<file path="src/rtl/tennis_pkg.sv">
// Shared types and constants for the tennis match sequencer.
package tennis_pkg;

  localparam int unsigned SCORE_W = 4;

  typedef enum logic [2:0] {
    IDLE,
    SERVE,
    RALLY,
    PAUSE,
    GAME_OVER
  } match_state_t;

  typedef enum logic {
    LEFT,
    RIGHT
  } side_t;

  function automatic side_t other_side(input side_t s);
    return (s == LEFT) ? RIGHT : LEFT;
  endfunction

endpackage

</file>
<file path="src/rtl/tennis_match_ctrl_if.sv">
// Button/datapath strobes in, serve gating and score display out.
interface tennis_match_ctrl_if;
  import tennis_pkg::*;

  logic               move_tick;
  logic               toss;
  logic               point_left;
  logic               point_right;
  logic               serve_en;
  logic               serve_pulse;
  logic               server_right;
  logic               blank;
  logic [SCORE_W-1:0] score_left;
  logic [SCORE_W-1:0] score_right;
  logic               game_over;
  logic               winner_right;

  modport master (
    output move_tick, toss, point_left, point_right,
    input  serve_en, serve_pulse, server_right, blank,
    input  score_left, score_right, game_over, winner_right
  );

  modport slave (
    input  move_tick, toss, point_left, point_right,
    output serve_en, serve_pulse, server_right, blank,
    output score_left, score_right, game_over, winner_right
  );

endinterface

</file>
<file path="src/rtl/tennis_score_keeper.sv">
// Score registers with deuce collapse; flags a match win on the awarding update.
module tennis_score_keeper
  import tennis_pkg::*;
#(
  parameter int unsigned WIN_POINTS = 7
) (
  input  logic               i_clk,
  input  logic               i_rst_n,
  input  logic               i_award_valid,
  input  side_t              i_award_side,
  input  logic               i_clear,
  output logic [SCORE_W-1:0] o_score_left,
  output logic [SCORE_W-1:0] o_score_right,
  output logic               o_win,
  output side_t              o_win_side
);

  localparam logic [SCORE_W-1:0] DEUCE_PT = SCORE_W'(WIN_POINTS - 1);
  localparam logic [SCORE_W:0]   WIN_PT   = (SCORE_W + 1)'(WIN_POINTS);
  localparam logic [SCORE_W:0]   LEAD     = (SCORE_W + 1)'(2);

  logic [SCORE_W-1:0] r_left;
  logic [SCORE_W-1:0] r_right;
  logic [SCORE_W-1:0] w_next_left;
  logic [SCORE_W-1:0] w_next_right;
  logic [SCORE_W:0]   w_left_ext;
  logic [SCORE_W:0]   w_right_ext;
  logic               w_win_left;
  logic               w_win_right;

  always_comb begin
    w_next_left  = r_left;
    w_next_right = r_right;
    if (i_award_valid) begin
      if (i_award_side == LEFT) w_next_left  = r_left  + SCORE_W'(1);
      else                      w_next_right = r_right + SCORE_W'(1);
    end
    // A tie at or beyond game point folds back to WIN_POINTS-1 all.
    if ((w_next_left == w_next_right) && (w_next_left >= DEUCE_PT)) begin
      w_next_left  = DEUCE_PT;
      w_next_right = DEUCE_PT;
    end
  end

  assign w_left_ext  = {1'b0, w_next_left};
  assign w_right_ext = {1'b0, w_next_right};
  assign w_win_left  = (w_left_ext  >= WIN_PT) && (w_left_ext  >= w_right_ext + LEAD);
  assign w_win_right = (w_right_ext >= WIN_PT) && (w_right_ext >= w_left_ext  + LEAD);
  assign o_win       = i_award_valid & (w_win_left | w_win_right);
  assign o_win_side  = w_win_right ? RIGHT : LEFT;

  always_ff @(posedge i_clk or negedge i_rst_n) begin
    if (!i_rst_n) begin
      r_left  <= '0;
      r_right <= '0;
    end else if (i_clear) begin
      r_left  <= '0;
      r_right <= '0;
    end else if (i_award_valid) begin
      r_left  <= w_next_left;
      r_right <= w_next_right;
    end
  end

  assign o_score_left  = r_left;
  assign o_score_right = r_right;

endmodule

</file>
<file path="src/rtl/tennis_match_ctrl.sv">
// Match sequencer: serve gating, server rotation, inter-point blanking, winner.
// Optional serve timeout enabled by defining TENNIS_SERVE_TIMEOUT_EN.
module tennis_match_ctrl
  import tennis_pkg::*;
#(
  parameter int unsigned WIN_POINTS    = 7,
  parameter int unsigned PAUSE_TICKS   = 4,
  parameter int unsigned SERVE_ROTATE  = 2,
  parameter int unsigned TIMEOUT_TICKS = 15
) (
  input logic                CLK100MHZ,
  input logic                CPU_RESETN,
  tennis_match_ctrl_if.slave bus
);

  localparam int unsigned PAUSE_W = $clog2(PAUSE_TICKS + 1);
  localparam int unsigned ROT_W   = (SERVE_ROTATE > 1) ? $clog2(SERVE_ROTATE) : 1;

  if ((WIN_POINTS < 2) || (WIN_POINTS > 14) || (PAUSE_TICKS < 1) ||
      (SERVE_ROTATE < 1) || (TIMEOUT_TICKS < 1)) begin : g_param_check
    $error("tennis_match_ctrl: parameter out of range");
  end

  match_state_t       r_state;
  logic               r_toss_d;
  side_t              r_server;
  side_t              r_first_server;
  side_t              r_winner;
  logic               r_serve_en;
  logic               r_serve_pulse;
  logic               r_blank;
  logic               r_game_over;
  logic [PAUSE_W-1:0] r_pause;
  logic [ROT_W-1:0]   r_rot;

  logic               w_toss_rise;
  logic               w_rally_end;
  logic               w_timeout;
  logic               w_point_end;
  logic               w_award_valid;
  side_t              w_award_side;
  logic               w_clear;
  logic               w_win;
  side_t              w_win_side;
  logic [SCORE_W-1:0] w_score_left;
  logic [SCORE_W-1:0] w_score_right;

  assign w_toss_rise = bus.toss & ~r_toss_d;
  assign w_rally_end = (r_state == RALLY) & (bus.point_left | bus.point_right);

`ifdef TENNIS_SERVE_TIMEOUT_EN
  localparam int unsigned TMO_W = $clog2(TIMEOUT_TICKS + 1);

  logic [TMO_W-1:0] r_tmo;

  always_ff @(posedge CLK100MHZ or negedge CPU_RESETN) begin
    if (!CPU_RESETN)            r_tmo <= '0;
    else if (r_state != SERVE)  r_tmo <= '0;
    else if (bus.move_tick)     r_tmo <= r_tmo + TMO_W'(1);
  end

  // A toss on the expiring tick wins; the serve is taken, not forfeited.
  assign w_timeout = (r_state == SERVE) & ~w_toss_rise & bus.move_tick &
                     (r_tmo == TMO_W'(TIMEOUT_TICKS - 1));
`else
  assign w_timeout = 1'b0;
`endif

  always_comb begin
    w_award_valid = 1'b0;
    w_award_side  = LEFT;
    if (w_timeout) begin
      w_award_valid = 1'b1;
      w_award_side  = other_side(r_server);
    end else if (w_rally_end && !(bus.point_left && bus.point_right)) begin
      w_award_valid = 1'b1;
      w_award_side  = bus.point_left ? RIGHT : LEFT;
    end
  end

  assign w_point_end = w_rally_end | w_timeout;
  assign w_clear     = (r_state == GAME_OVER) & w_toss_rise;

  tennis_score_keeper #(
    .WIN_POINTS (WIN_POINTS)
  ) u_score (
    .i_clk         (CLK100MHZ),
    .i_rst_n       (CPU_RESETN),
    .i_award_valid (w_award_valid),
    .i_award_side  (w_award_side),
    .i_clear       (w_clear),
    .o_score_left  (w_score_left),
    .o_score_right (w_score_right),
    .o_win         (w_win),
    .o_win_side    (w_win_side)
  );

  always_ff @(posedge CLK100MHZ or negedge CPU_RESETN) begin
    if (!CPU_RESETN)             r_pause <= '0;
    else if (r_state != PAUSE)   r_pause <= '0;
    else if (bus.move_tick)      r_pause <= r_pause + PAUSE_W'(1);
  end

  always_ff @(posedge CLK100MHZ or negedge CPU_RESETN) begin
    if (!CPU_RESETN) begin
      r_state        <= IDLE;
      r_toss_d       <= 1'b0;
      r_server       <= LEFT;
      r_first_server <= LEFT;
      r_winner       <= LEFT;
      r_serve_en     <= 1'b0;
      r_serve_pulse  <= 1'b0;
      r_blank        <= 1'b1;
      r_game_over    <= 1'b0;
      r_rot          <= '0;
    end else begin
      r_toss_d      <= bus.toss;
      r_serve_pulse <= 1'b0;
      if (w_point_end) begin
        r_serve_en <= 1'b0;
        r_blank    <= 1'b1;
        if (w_win) begin
          r_state     <= GAME_OVER;
          r_game_over <= 1'b1;
          r_winner    <= w_win_side;
        end else begin
          r_state <= PAUSE;
          // Lets leave the rotation count untouched.
          if (w_award_valid) begin
            if (r_rot == ROT_W'(SERVE_ROTATE - 1)) begin
              r_rot    <= '0;
              r_server <= other_side(r_server);
            end else begin
              r_rot <= r_rot + ROT_W'(1);
            end
          end
        end
      end else begin
        case (r_state)
          IDLE: begin
            if (w_toss_rise) begin
              r_state    <= SERVE;
              r_serve_en <= 1'b1;
              r_blank    <= 1'b0;
            end
          end
          SERVE: begin
            if (w_toss_rise) begin
              r_state       <= RALLY;
              r_serve_en    <= 1'b0;
              r_serve_pulse <= 1'b1;
            end
          end
          PAUSE: begin
            if (bus.move_tick && (r_pause == PAUSE_W'(PAUSE_TICKS - 1))) begin
              r_state    <= SERVE;
              r_serve_en <= 1'b1;
              r_blank    <= 1'b0;
            end
          end
          GAME_OVER: begin
            if (w_toss_rise) begin
              r_state        <= SERVE;
              r_serve_en     <= 1'b1;
              r_blank        <= 1'b0;
              r_game_over    <= 1'b0;
              r_rot          <= '0;
              r_server       <= other_side(r_first_server);
              r_first_server <= other_side(r_first_server);
            end
          end
          default: ;
        endcase
      end
    end
  end

  assign bus.serve_en     = r_serve_en;
  assign bus.serve_pulse  = r_serve_pulse;
  assign bus.server_right = (r_server == RIGHT);
  assign bus.blank        = r_blank;
  assign bus.score_left   = w_score_left;
  assign bus.score_right  = w_score_right;
  assign bus.game_over    = r_game_over;
  assign bus.winner_right = (r_winner == RIGHT);

endmodule

</file>
<file path="src/flat_wrapper.sv">
// flat-port wrapper written by rule: the top's interface ports become plain ports
module tennis_match_ctrl_flat import tennis_pkg::*;
#(
  parameter int unsigned WIN_POINTS    = 7,
  parameter int unsigned PAUSE_TICKS   = 4,
  parameter int unsigned SERVE_ROTATE  = 2,
  parameter int unsigned TIMEOUT_TICKS = 15
)
  (CLK100MHZ, CPU_RESETN, bus_move_tick, bus_toss, bus_point_left, bus_point_right, bus_serve_en, bus_serve_pulse, bus_server_right, bus_blank, bus_score_left, bus_score_right, bus_game_over, bus_winner_right);
  tennis_match_ctrl_if bus_i ();
  input logic CLK100MHZ;
  input logic CPU_RESETN;
  input wire logic [$bits(bus_i.move_tick)-1:0] bus_move_tick;
  input wire logic [$bits(bus_i.toss)-1:0] bus_toss;
  input wire logic [$bits(bus_i.point_left)-1:0] bus_point_left;
  input wire logic [$bits(bus_i.point_right)-1:0] bus_point_right;
  output wire logic [$bits(bus_i.serve_en)-1:0] bus_serve_en;
  output wire logic [$bits(bus_i.serve_pulse)-1:0] bus_serve_pulse;
  output wire logic [$bits(bus_i.server_right)-1:0] bus_server_right;
  output wire logic [$bits(bus_i.blank)-1:0] bus_blank;
  output wire logic [$bits(bus_i.score_left)-1:0] bus_score_left;
  output wire logic [$bits(bus_i.score_right)-1:0] bus_score_right;
  output wire logic [$bits(bus_i.game_over)-1:0] bus_game_over;
  output wire logic [$bits(bus_i.winner_right)-1:0] bus_winner_right;
  assign bus_i.move_tick = bus_move_tick;
  assign bus_i.toss = bus_toss;
  assign bus_i.point_left = bus_point_left;
  assign bus_i.point_right = bus_point_right;
  assign bus_serve_en = bus_i.serve_en;
  assign bus_serve_pulse = bus_i.serve_pulse;
  assign bus_server_right = bus_i.server_right;
  assign bus_blank = bus_i.blank;
  assign bus_score_left = bus_i.score_left;
  assign bus_score_right = bus_i.score_right;
  assign bus_game_over = bus_i.game_over;
  assign bus_winner_right = bus_i.winner_right;
  tennis_match_ctrl #(.WIN_POINTS(WIN_POINTS), .PAUSE_TICKS(PAUSE_TICKS), .SERVE_ROTATE(SERVE_ROTATE), .TIMEOUT_TICKS(TIMEOUT_TICKS)) u_core (.CLK100MHZ(CLK100MHZ), .CPU_RESETN(CPU_RESETN), .bus(bus_i));
endmodule
</file>
<file path="config.mk">
export PLATFORM = sky130hd
export DESIGN_NAME = tennis_match_ctrl_flat
export DESIGN_NICKNAME = d
export VERILOG_FILES = /design/src/rtl/tennis_pkg.sv /design/src/rtl/tennis_match_ctrl_if.sv /design/src/rtl/tennis_score_keeper.sv /design/src/rtl/tennis_match_ctrl.sv /design/src/flat_wrapper.sv
export SDC_FILE = /design/constraint.sdc
export NUM_CORES = 1
export LEC_CHECK = 0
export CAP_MARGIN = 20
export CORE_UTILIZATION = 40
export DETAILED_ROUTE_END_ITERATION = 8
export GPL_TIMING_DRIVEN = 0
export PLACE_DENSITY = 0.63
export SLEW_MARGIN = 15
export SYNTH_ARGS = -nofsm -noshare
export SYNTH_HDL_FRONTEND = slang
export SYNTH_SLANG_ARGS = --single-unit
</file>
<file path="constraint.sdc">
create_clock -name CLK100MHZ -period 5.4 [get_ports CLK100MHZ]
set_clock_uncertainty 0.1 [all_clocks]
set_input_delay 0.81 -clock CLK100MHZ [delete_from_list [all_inputs] [get_ports CLK100MHZ]]
set_output_delay 0.81 -clock CLK100MHZ [all_outputs]
set_load 0.02 [all_outputs]
</file>
# Yosys cells after proc, flatten, opt, wreduce, memory -nomap -nowiden
# Index checks and enable logic that the tools add are counted.
op_classes:
  add_sub_neg: 6
  mux: 48
  eq_ne: 14
  bitwise_logic: 8
  reduce_logical: 22
  order_cmp: 5
op_table:
  columns: ["op", "n"]
  rows:
  - ["4-bit 2-to-1 mux", 10]
  - ["1-bit 2-to-1 mux", 28]
  - ["3-bit 2-to-1 mux", 7]
  - ["4-bit by 3-bit >= comparator with 1-bit output, second input constant", 3]
  - ["4-bit by 2-bit adder with 5-bit output, second input constant", 2]
  - ["4-bit by 5-bit >= comparator with 1-bit output", 2]
  - ["3-bit by 2-bit equality test with 1-bit output, second input constant", 3]
  - ["3-bit by 1-bit inequality test with 1-bit output, second input constant", 3]
  - ["3-bit one-hot mux with 3 select lines", 1]
  - ["3-bit AND reduction", 3]
  - ["4-bit by 1-bit adder with 4-bit output, second input constant", 2]
  - ["4-bit AND reduction", 2]
  - ["2-bit nonzero test", 4]
  - ["1-bit logical AND", 6]
  - ["2-bit inequality test, second input constant", 3]
  - ["5-bit AND reduction", 1]
  - ["1-bit AND", 4]
  - ["4-bit equality test", 1]
  - ["4-bit nonzero test", 1]
  - ["3-bit by 1-bit adder with 3-bit output, second input constant", 1]
  - ["3-bit by 1-bit equality test with 1-bit output, second input constant", 1]
  - ["3-bit equality test, second input constant", 1]
  - ["3-bit zero test", 1]
  - ["3-bit by 2-bit inequality test with 1-bit output, second input constant", 1]
  - ["other kinds (10)", 12]
word_totals:
  input_bits: 6
  regBits: 23
  out_inout_bits: 14

# Logic depth before layout (Yosys ltp)
logic_depth:
  word_depth: 16
  ltp_mapped: 22
  depth_no_buf: 17

# Hierarchy
# From an unflattened synthesis, not the netlist that was laid out.
hier_totals:
  cells_unflattened: 206
  area_unflattened_um2: 1836.8
modules_own_cells:
  columns: ["module", "cells_per_inst", "area_each_um2", "n_inst"]
  rows:
  - ["tennis_score_keeper", 131, 1078.5, 1]
  - ["tennis_match_ctrl", 75, 758.2, 1]

# Least setup slack after synthesis
# Ideal clock, no wire load.
synth_timing:
  path_kind: "register to register"
  start: "register u_core.r_state[2]"
  end: "register u_core.r_server, in the netlist u_core.bus.server_right"
  arrival_ns: 4.001
  slack_ns: 1.205
  stages_incl_launch_ff: 23
  n_path_buf: 5
  setup_ns: 0.094
  synth_period_minus_slack_ns: 4.195
  path_cell_list: "dfrtp_1 buf_2 or3b_1 buf_2 buf_6 nor2_1 xnor2_1 ha_1 o221ai_2 or2_1 buf_6 buf_6 nand3_1 ha_1 inv_1 ha_1 o21ai_0 o21bai_1 a21oi_1 o211ai_1 a21oi_1 o22ai_1 a221oi_2"
synth_between:
  elab_chain_cells: 16
synth_lines:
  columns: ["element", "line_no", "text"]
  rows:
  - ["start: declaration", "tennis_match_ctrl.sv:24", "match_state_t r_state;"]
  - ["start signal: assignment", "tennis_match_ctrl.sv:106", "r_state <= IDLE;"]
  - ["start signal: assignment", "tennis_match_ctrl.sv:123", "r_state <= GAME_OVER;"]
  - ["start signal: assignment", "tennis_match_ctrl.sv:127", "r_state <= PAUSE;"]
  - ["3-bit by 2-bit equality test with 1-bit output", "tennis_match_ctrl.sv:49", "assign w_rally_end = (r_state == RALLY) & (bus.point_left | bus.point_right);"]
  - ["1-bit AND", "tennis_match_ctrl.sv:49", null]
  - ["1-bit logical AND", "tennis_match_ctrl.sv:75", "end else if (w_rally_end && !(bus.point_left && bus.point_right)) begin"]
  - ["1-bit 2-to-1 mux", "tennis_match_ctrl.sv:75", null]
  - ["4-bit 2-to-1 mux", "tennis_score_keeper.sv:35", "if (i_award_side == LEFT) w_next_left = r_left + SCORE_W'(1);"]
  - ["4-bit 2-to-1 mux", "tennis_score_keeper.sv:34", "if (i_award_valid) begin"]
  - ["4-bit by 3-bit >= comparator with 1-bit output / 4-bit equality test (equally long branches)", "tennis_score_keeper.sv:39", "if ((w_next_left == w_next_right) && (w_next_left >= DEUCE_PT)) begin"]
  - ["1-bit logical AND", "tennis_score_keeper.sv:39", null]
  - ["4-bit 2-to-1 mux", "tennis_score_keeper.sv:39", null]
  - ["4-bit by 2-bit adder with 5-bit output (on tied branches)", "tennis_score_keeper.sv:47, tennis_score_keeper.sv:48", null]
  - ["4-bit by 5-bit >= comparator with 1-bit output (on tied branches)", "tennis_score_keeper.sv:47, tennis_score_keeper.sv:48", null]
  - ["1-bit logical AND (on tied branches)", "tennis_score_keeper.sv:47, tennis_score_keeper.sv:48", null]
  - ["1-bit OR", "tennis_score_keeper.sv:49", "assign o_win = i_award_valid & (w_win_left | w_win_right);"]
  - ["1-bit AND", "tennis_score_keeper.sv:49", null]
  - ["2-bit inequality test (no line)", null, null]
  - ["5-bit AND reduction (no line)", null, null]
  - ["end signal: assignment", "tennis_match_ctrl.sv:132", "r_server <= other_side(r_server);"]
  - ["end signal: assignment", "tennis_match_ctrl.sv:168", "r_server <= other_side(r_first_server);"]
  - ["end: declaration", "tennis_match_ctrl.sv:26", "side_t r_server;"]
# Parallel ways exist; a longest one is shown, timed or not.
# A chain may end at the register's enable or synchronous reset.

# Final worst setup path
layout_timing:
  start: "input bus_point_left"
  end: "register u_core.r_server, in the netlist u_core.bus.server_right"
layout_between:
  elab_chain_cells: 16
layout_lines:
  columns: ["element", "line_no", "text"]
  rows:
  - ["start: declaration", "flat_wrapper.sv:15", "input wire logic [$bits(bus_i.point_left)-1:0] bus_point_left;"]
  - ["1-bit OR / 1-bit logical AND (equally long branches)", "tennis_match_ctrl.sv:49, tennis_match_ctrl.sv:75", null]
  - ["1-bit AND / 1-bit zero test (equally long branches)", "tennis_match_ctrl.sv:49, tennis_match_ctrl.sv:75", null]
  - ["1-bit logical AND", "tennis_match_ctrl.sv:75", null]
  - ["1-bit 2-to-1 mux", "tennis_match_ctrl.sv:75", null]
  - ["4-bit 2-to-1 mux", "tennis_score_keeper.sv:35", null]
  - ["4-bit 2-to-1 mux", "tennis_score_keeper.sv:34", null]
  - ["4-bit by 3-bit >= comparator with 1-bit output / 4-bit equality test (equally long branches)", "tennis_score_keeper.sv:39", null]
  - ["1-bit logical AND", "tennis_score_keeper.sv:39", null]
  - ["4-bit 2-to-1 mux", "tennis_score_keeper.sv:39", null]
  - ["4-bit by 2-bit adder with 5-bit output (on tied branches)", "tennis_score_keeper.sv:47, tennis_score_keeper.sv:48", null]
  - ["4-bit by 5-bit >= comparator with 1-bit output (on tied branches)", "tennis_score_keeper.sv:47, tennis_score_keeper.sv:48", null]
  - ["1-bit logical AND (on tied branches)", "tennis_score_keeper.sv:47, tennis_score_keeper.sv:48", null]
  - ["1-bit OR", "tennis_score_keeper.sv:49", null]
  - ["1-bit AND", "tennis_score_keeper.sv:49", null]
  - ["2-bit inequality test (no line)", null, null]
  - ["5-bit AND reduction (no line)", null, null]
# Parallel ways exist; a longest one is shown, timed or not.

==> reports/results.env <==
WORSTHOLDPATHTYPE='reg -> reg'
PLACE_CONGESTION=0.9290
FINISH.UTILIZATION=0.4958
CTS.REPAIR_TIMING.SETUP_BUFFER_COUNT=0
FIN_TOTAL_PWR_mW=0.9538
POWER_PER_CELL_AREA_nW_PER_UM2=430.0
CLOCK_LATENCY_NS=0.27
GRT_FIRST_PASS_WIRELENGTH_MM=7.976
FINAL_PERIOD_MINUS_WORST_SETUP_SLACK_NS=5.173
TOP_LEVEL_PORTS=20
PATH_COMMON_CELL='ha_1'
NUMPORTBUFFERS=19
SYN-INSTANCE-COUNT=218
VIOLATIONS_IN_THE_FINAL_REPORTS='design-rule violations'
ANTENNA_DIODE_COUNT=0
VIAS_PER_CELL=5.751
ANTENNA_VIOLATIONS_BEFORE_REPAIR=0
SYNTH_COMPOUND_AREA_FRAC=0.2686
CRITICAL_PATH.ENDPOINT_TYPE='register'
POST_SYNTH.CELL_AREA_AVG_UM2=8.804
DP_HPWL_MM=3.449
CTS_HOLD_BUF=0
DRT_PASS_1_ITERS=6
POST_SYNTH_XOR_AREA_FRACTION=0.03585
SEQUENTIAL_TO_TOTAL_AREA_SHARE_FROM_YOSYS_STAT=0.3005
FP.DIEAREA_UM2=5079
ARITHMETIC_CELL_SHARE_OF_THE_SYNTHESIZED_AREA_COUNTING_FULL_ADDERS_HALF_ADDERS_AND_MAJORITY_GATES=0.08475
SLEW_HEADROOM=0.5141
POST_SYNTH_MUX_AREA_SHARE=0.01043
RSZ0062_AT_GRT='no'
REPORT.FINAL.HOLD_VIOL_COUNT=0
POST-ROUTE-PERIOD-UTIL=0.9579
DETAIL_ROUTE.WIRELENGTH_MM=4.508
POSTSYNTH.TOPFLOPCELL='dfrtp_1'
WORST_PIN_SLEW_NS=0.7240
FINAL.HOLD.WORST_SLACK_NS=0.3702
TRITONCTS_CLOCK_TREE='built'
FP.COREAREA_UM2=4474
PATH_MAX_FANOUT=10
CTSRESIZECOUNT=0
DP.CELLS=289
FIN_SETUP_TNS_NS=0
ANT_NETS=0
ROWS=24
HTREE_LEVELS=1
MAXSLEWVIOLCOUNT=0
GLOBAL_ROUTE.USAGE.TOTAL=0.1989
SYNTH_FP_NETS=237
WIRE_PER_INST_UM=15.39
VIAS_IN_THE_FIRST_GLOBAL_ROUTE=1637
ROUTED-VIA-COUNT=1685
TRITONCTS_NUM_SINKS=23
STATIC-LEAKAGE-POWER_nW=0.9072
STATUS='finished, violations left'
SYNTHESIZED_AREA_FRACTION_OCCUPIED_BY_AND_OR_NAND_NOR_CELLS=0.2412
CTS.CLK_SLEW.WORST_PATHS_NS=0.09
DRC_ERRORS=2
DR.FIRST_ITER.DRC_COUNT=111
NUMBER_OF_MAXIMUM_CAPACITANCE_CONSTRAINT_VIOLATIONS=0
FINISH.CELL_COUNT_WITHOUT_FILLERS=293
FRACTION_OF_LAYOUT_CELLS_WITH_A_SIZE_SUFFIX_ABOVE_1=0.1328
GRT-OVFL-TOTAL=0
DIE_X_UM=71.27
CLOCK-ROOT-BUFFER='clkbuf_8'
LAYOUT.AREA.SEQ_UM2=576.8
MIN_PATH_CELLS=2
FINISH.NET_COUNT=261
AREA_GROWTH_PCT=15.58
CP.ARRIVAL_NS=5.26
SLOWEST_DELAY_NS=0.56
CP.REQUIRED_NS=5.49
VDD_IR_DROP_MAX_mV=0.2665
SYNTH_ASYNC_SR_FLOP_SHARE=1.000
YOSYSUNIQUECELLTYPES=65
POSTSYNTHREGISTERBITS=23
MULTI_INPUT_COMB_AREA_UM2=1230
DIE_H_UM=71.27
INITIAL_CORE_UTIL=0.4290
CRITICAL-PATH-SLOWEST-CELL='clkdlybuf4s50_1'
NUMBER_OF_FLOPS_MAPPED_TO_ENABLE_CELLS_BY_YOSYS=0
DEPTH_OF_THE_WORST_REGISTER_TO_REGISTER_PATH=22
SYNTH_TOP_FAMILY_BY_AREA='compound AO/OA/AOI/OAI gates'
GRT_MAX_DEGREE=24
TIMING.SETUP.CRITICAL_PATH_CLASS='in -> reg'
ACHIEVABLE-FREQUENCY_GHz=0.1933
CTS_BUFS_INSERTED=3
SYNTH.CELL_AREA_UM2=1919
YS.WARNINGS.COUNT=0
STARTPOINT_TYPE='input pin'
LAYOUT.CELLS.MOST_COMMON_LIST='nand2_1 (22), dfrtp_1 (22), clkdlybuf4s50_1 (18), nor2_1 (14), o21ai_0 (14)'
WORSTPATHCELLLIST='clkdlybuf4s50_1 -> nand2b_1 -> nor2_1 -> xnor2_1 -> ha_1 -> o221ai_2 -> or2_1 -> buf_6 -> buf_6 -> nand3_1 -> ha_1 -> inv_1 -> ha_1 -> o21ai_0 -> o21bai_1 -> a21oi_1 -> o211ai_1 -> a21oi_1 -> o22ai_1 -> a221oi_2'
SETUP_VIOLATIONS=0
CTS_MAX_PATH_BUFFERS=2
TOTAL_OF_FILL_CELLS_IN_THE_FINISHED_DESIGN=438
==> sequential cells by signal, indices dropped and copies added, names as in the netlist <==
signal,cells
u_core.bus.blank,1
u_core.r_rot,1
u_core.u_score.o_score_right,4
u_core.bus.serve_pulse,1
u_core.bus.game_over,1
u_core.r_toss_d,1
u_core.r_state,3
u_core.bus.server_right,1
u_core.bus.serve_en,1
u_core.r_pause,3
u_core.u_score.o_score_left,4
u_core.r_first_server,1
u_core.bus.winner_right,1
==> path summary, 6_finish.rpt <==
check | end | start | slack, ns
setup / recovery | u_core.bus.server_right | bus_point_left | 0.23
hold / removal | u_core.bus.blank | u_core.bus.blank | 0.37
setup reg to reg | u_core.bus.server_right | u_core.r_state[2] | 0.46
hold reg to reg | u_core.bus.blank | u_core.bus.blank | 0.37
max in group asynchronous | u_core.bus.blank | CPU_RESETN | 4.44
min in group asynchronous | u_core.r_pause[2] | CPU_RESETN | 0.40
==> through the flow <==
step,setup slack (ns),instance area (um2)
2_1_floorplan,1.205,1919
6_report,0.2272,2218
3_5_place_dp,0.05075,2175
5_1_grt,0.03138,2218
4_1_cts,0.3257,2223
3_3_place_gp,0.04433,2175
==> cell families after synthesis <==
| kind of cell | after synthesis |
|---|---|
| xor+xnor | 7 |
| simple gates | 83 |
| compound gates | 68 |
| flops | 23 |
| fa+ha+maj | 13 |
| buf+inv | 22 |
| mux | 2 |
==> cells in the mapped netlist, types with 2 or more instances <==
library cell	number	area [um2]
nand3b_1	3	22.52
nand2b_1	5	31.28
o2111ai_1	3	26.28
a21oi_1	11	55.05
o21ai_1	2	10.01
a41oi_1	2	17.52
nand2_1	22	82.58
dfrtp_1	22	550.5
and4_1	2	17.52
mux2i_1	2	20.02
a31oi_1	7	43.79
buf_1	2	7.510
nor3b_1	2	15.01
o21ai_0	14	70.07
nor2b_1	3	18.77
nor3_1	3	15.01
o221a_2	3	33.78
inv_1	12	45.04
o21bai_1	3	22.52
and2_1	2	12.51
xnor2_1	5	43.79
or3_1	2	12.51
a211oi_1	2	15.01
buf_6	3	33.78
ha_1	13	162.7
nand3_1	13	65.06
nor2_1	14	52.55
buf_2	3	15.01
or3_4	2	22.52
==> per-layer routing <==
layer / GRT usage / part of all wire / up-vias / routed length, um
met5: 0 / 0 / - / 0
met4: 0.04222 / 0.0075 / 0 / 34
met3: 0.03797 / 0.030 / 5 / 134
met2: 0.3079 / 0.45 / 33 / 2040
met1: 0.2895 / 0.51 / 785 / 2299
li1: - / - / 862 / -
==> layout make-up <==
type                            instances  share of cell area
Sequential cell                        23              0.2600
Buffer                                 10             0.03046
Clock inverter                          1            0.003384
Tap cell                               52             0.02933
Multi-Input combinational cell        173              0.5544
Clock buffer                            3             0.01861
Inverter                               12             0.02030
Timing Repair Buffer                   19             0.08347
==> power breakdown <==
part           internal (mW)  total (mW)  switching, mW
Combinational          0.233       0.559          0.326
Sequential             0.231       0.283         0.0522
Clock                 0.0524       0.112         0.0600
==> worst max-delay path: cells and delay by family <==
family | cells | cell delay (ns)
AOI/OAI and AO/OA | 8 | 1.50
and+or+nand+nor | 4 | 1.08
buffers and inverters | 4 | 0.90
adders and majority gates | 3 | 0.80
xor gates and xnor gates | 1 | 0.15
(Power assumes the default switching activity.)
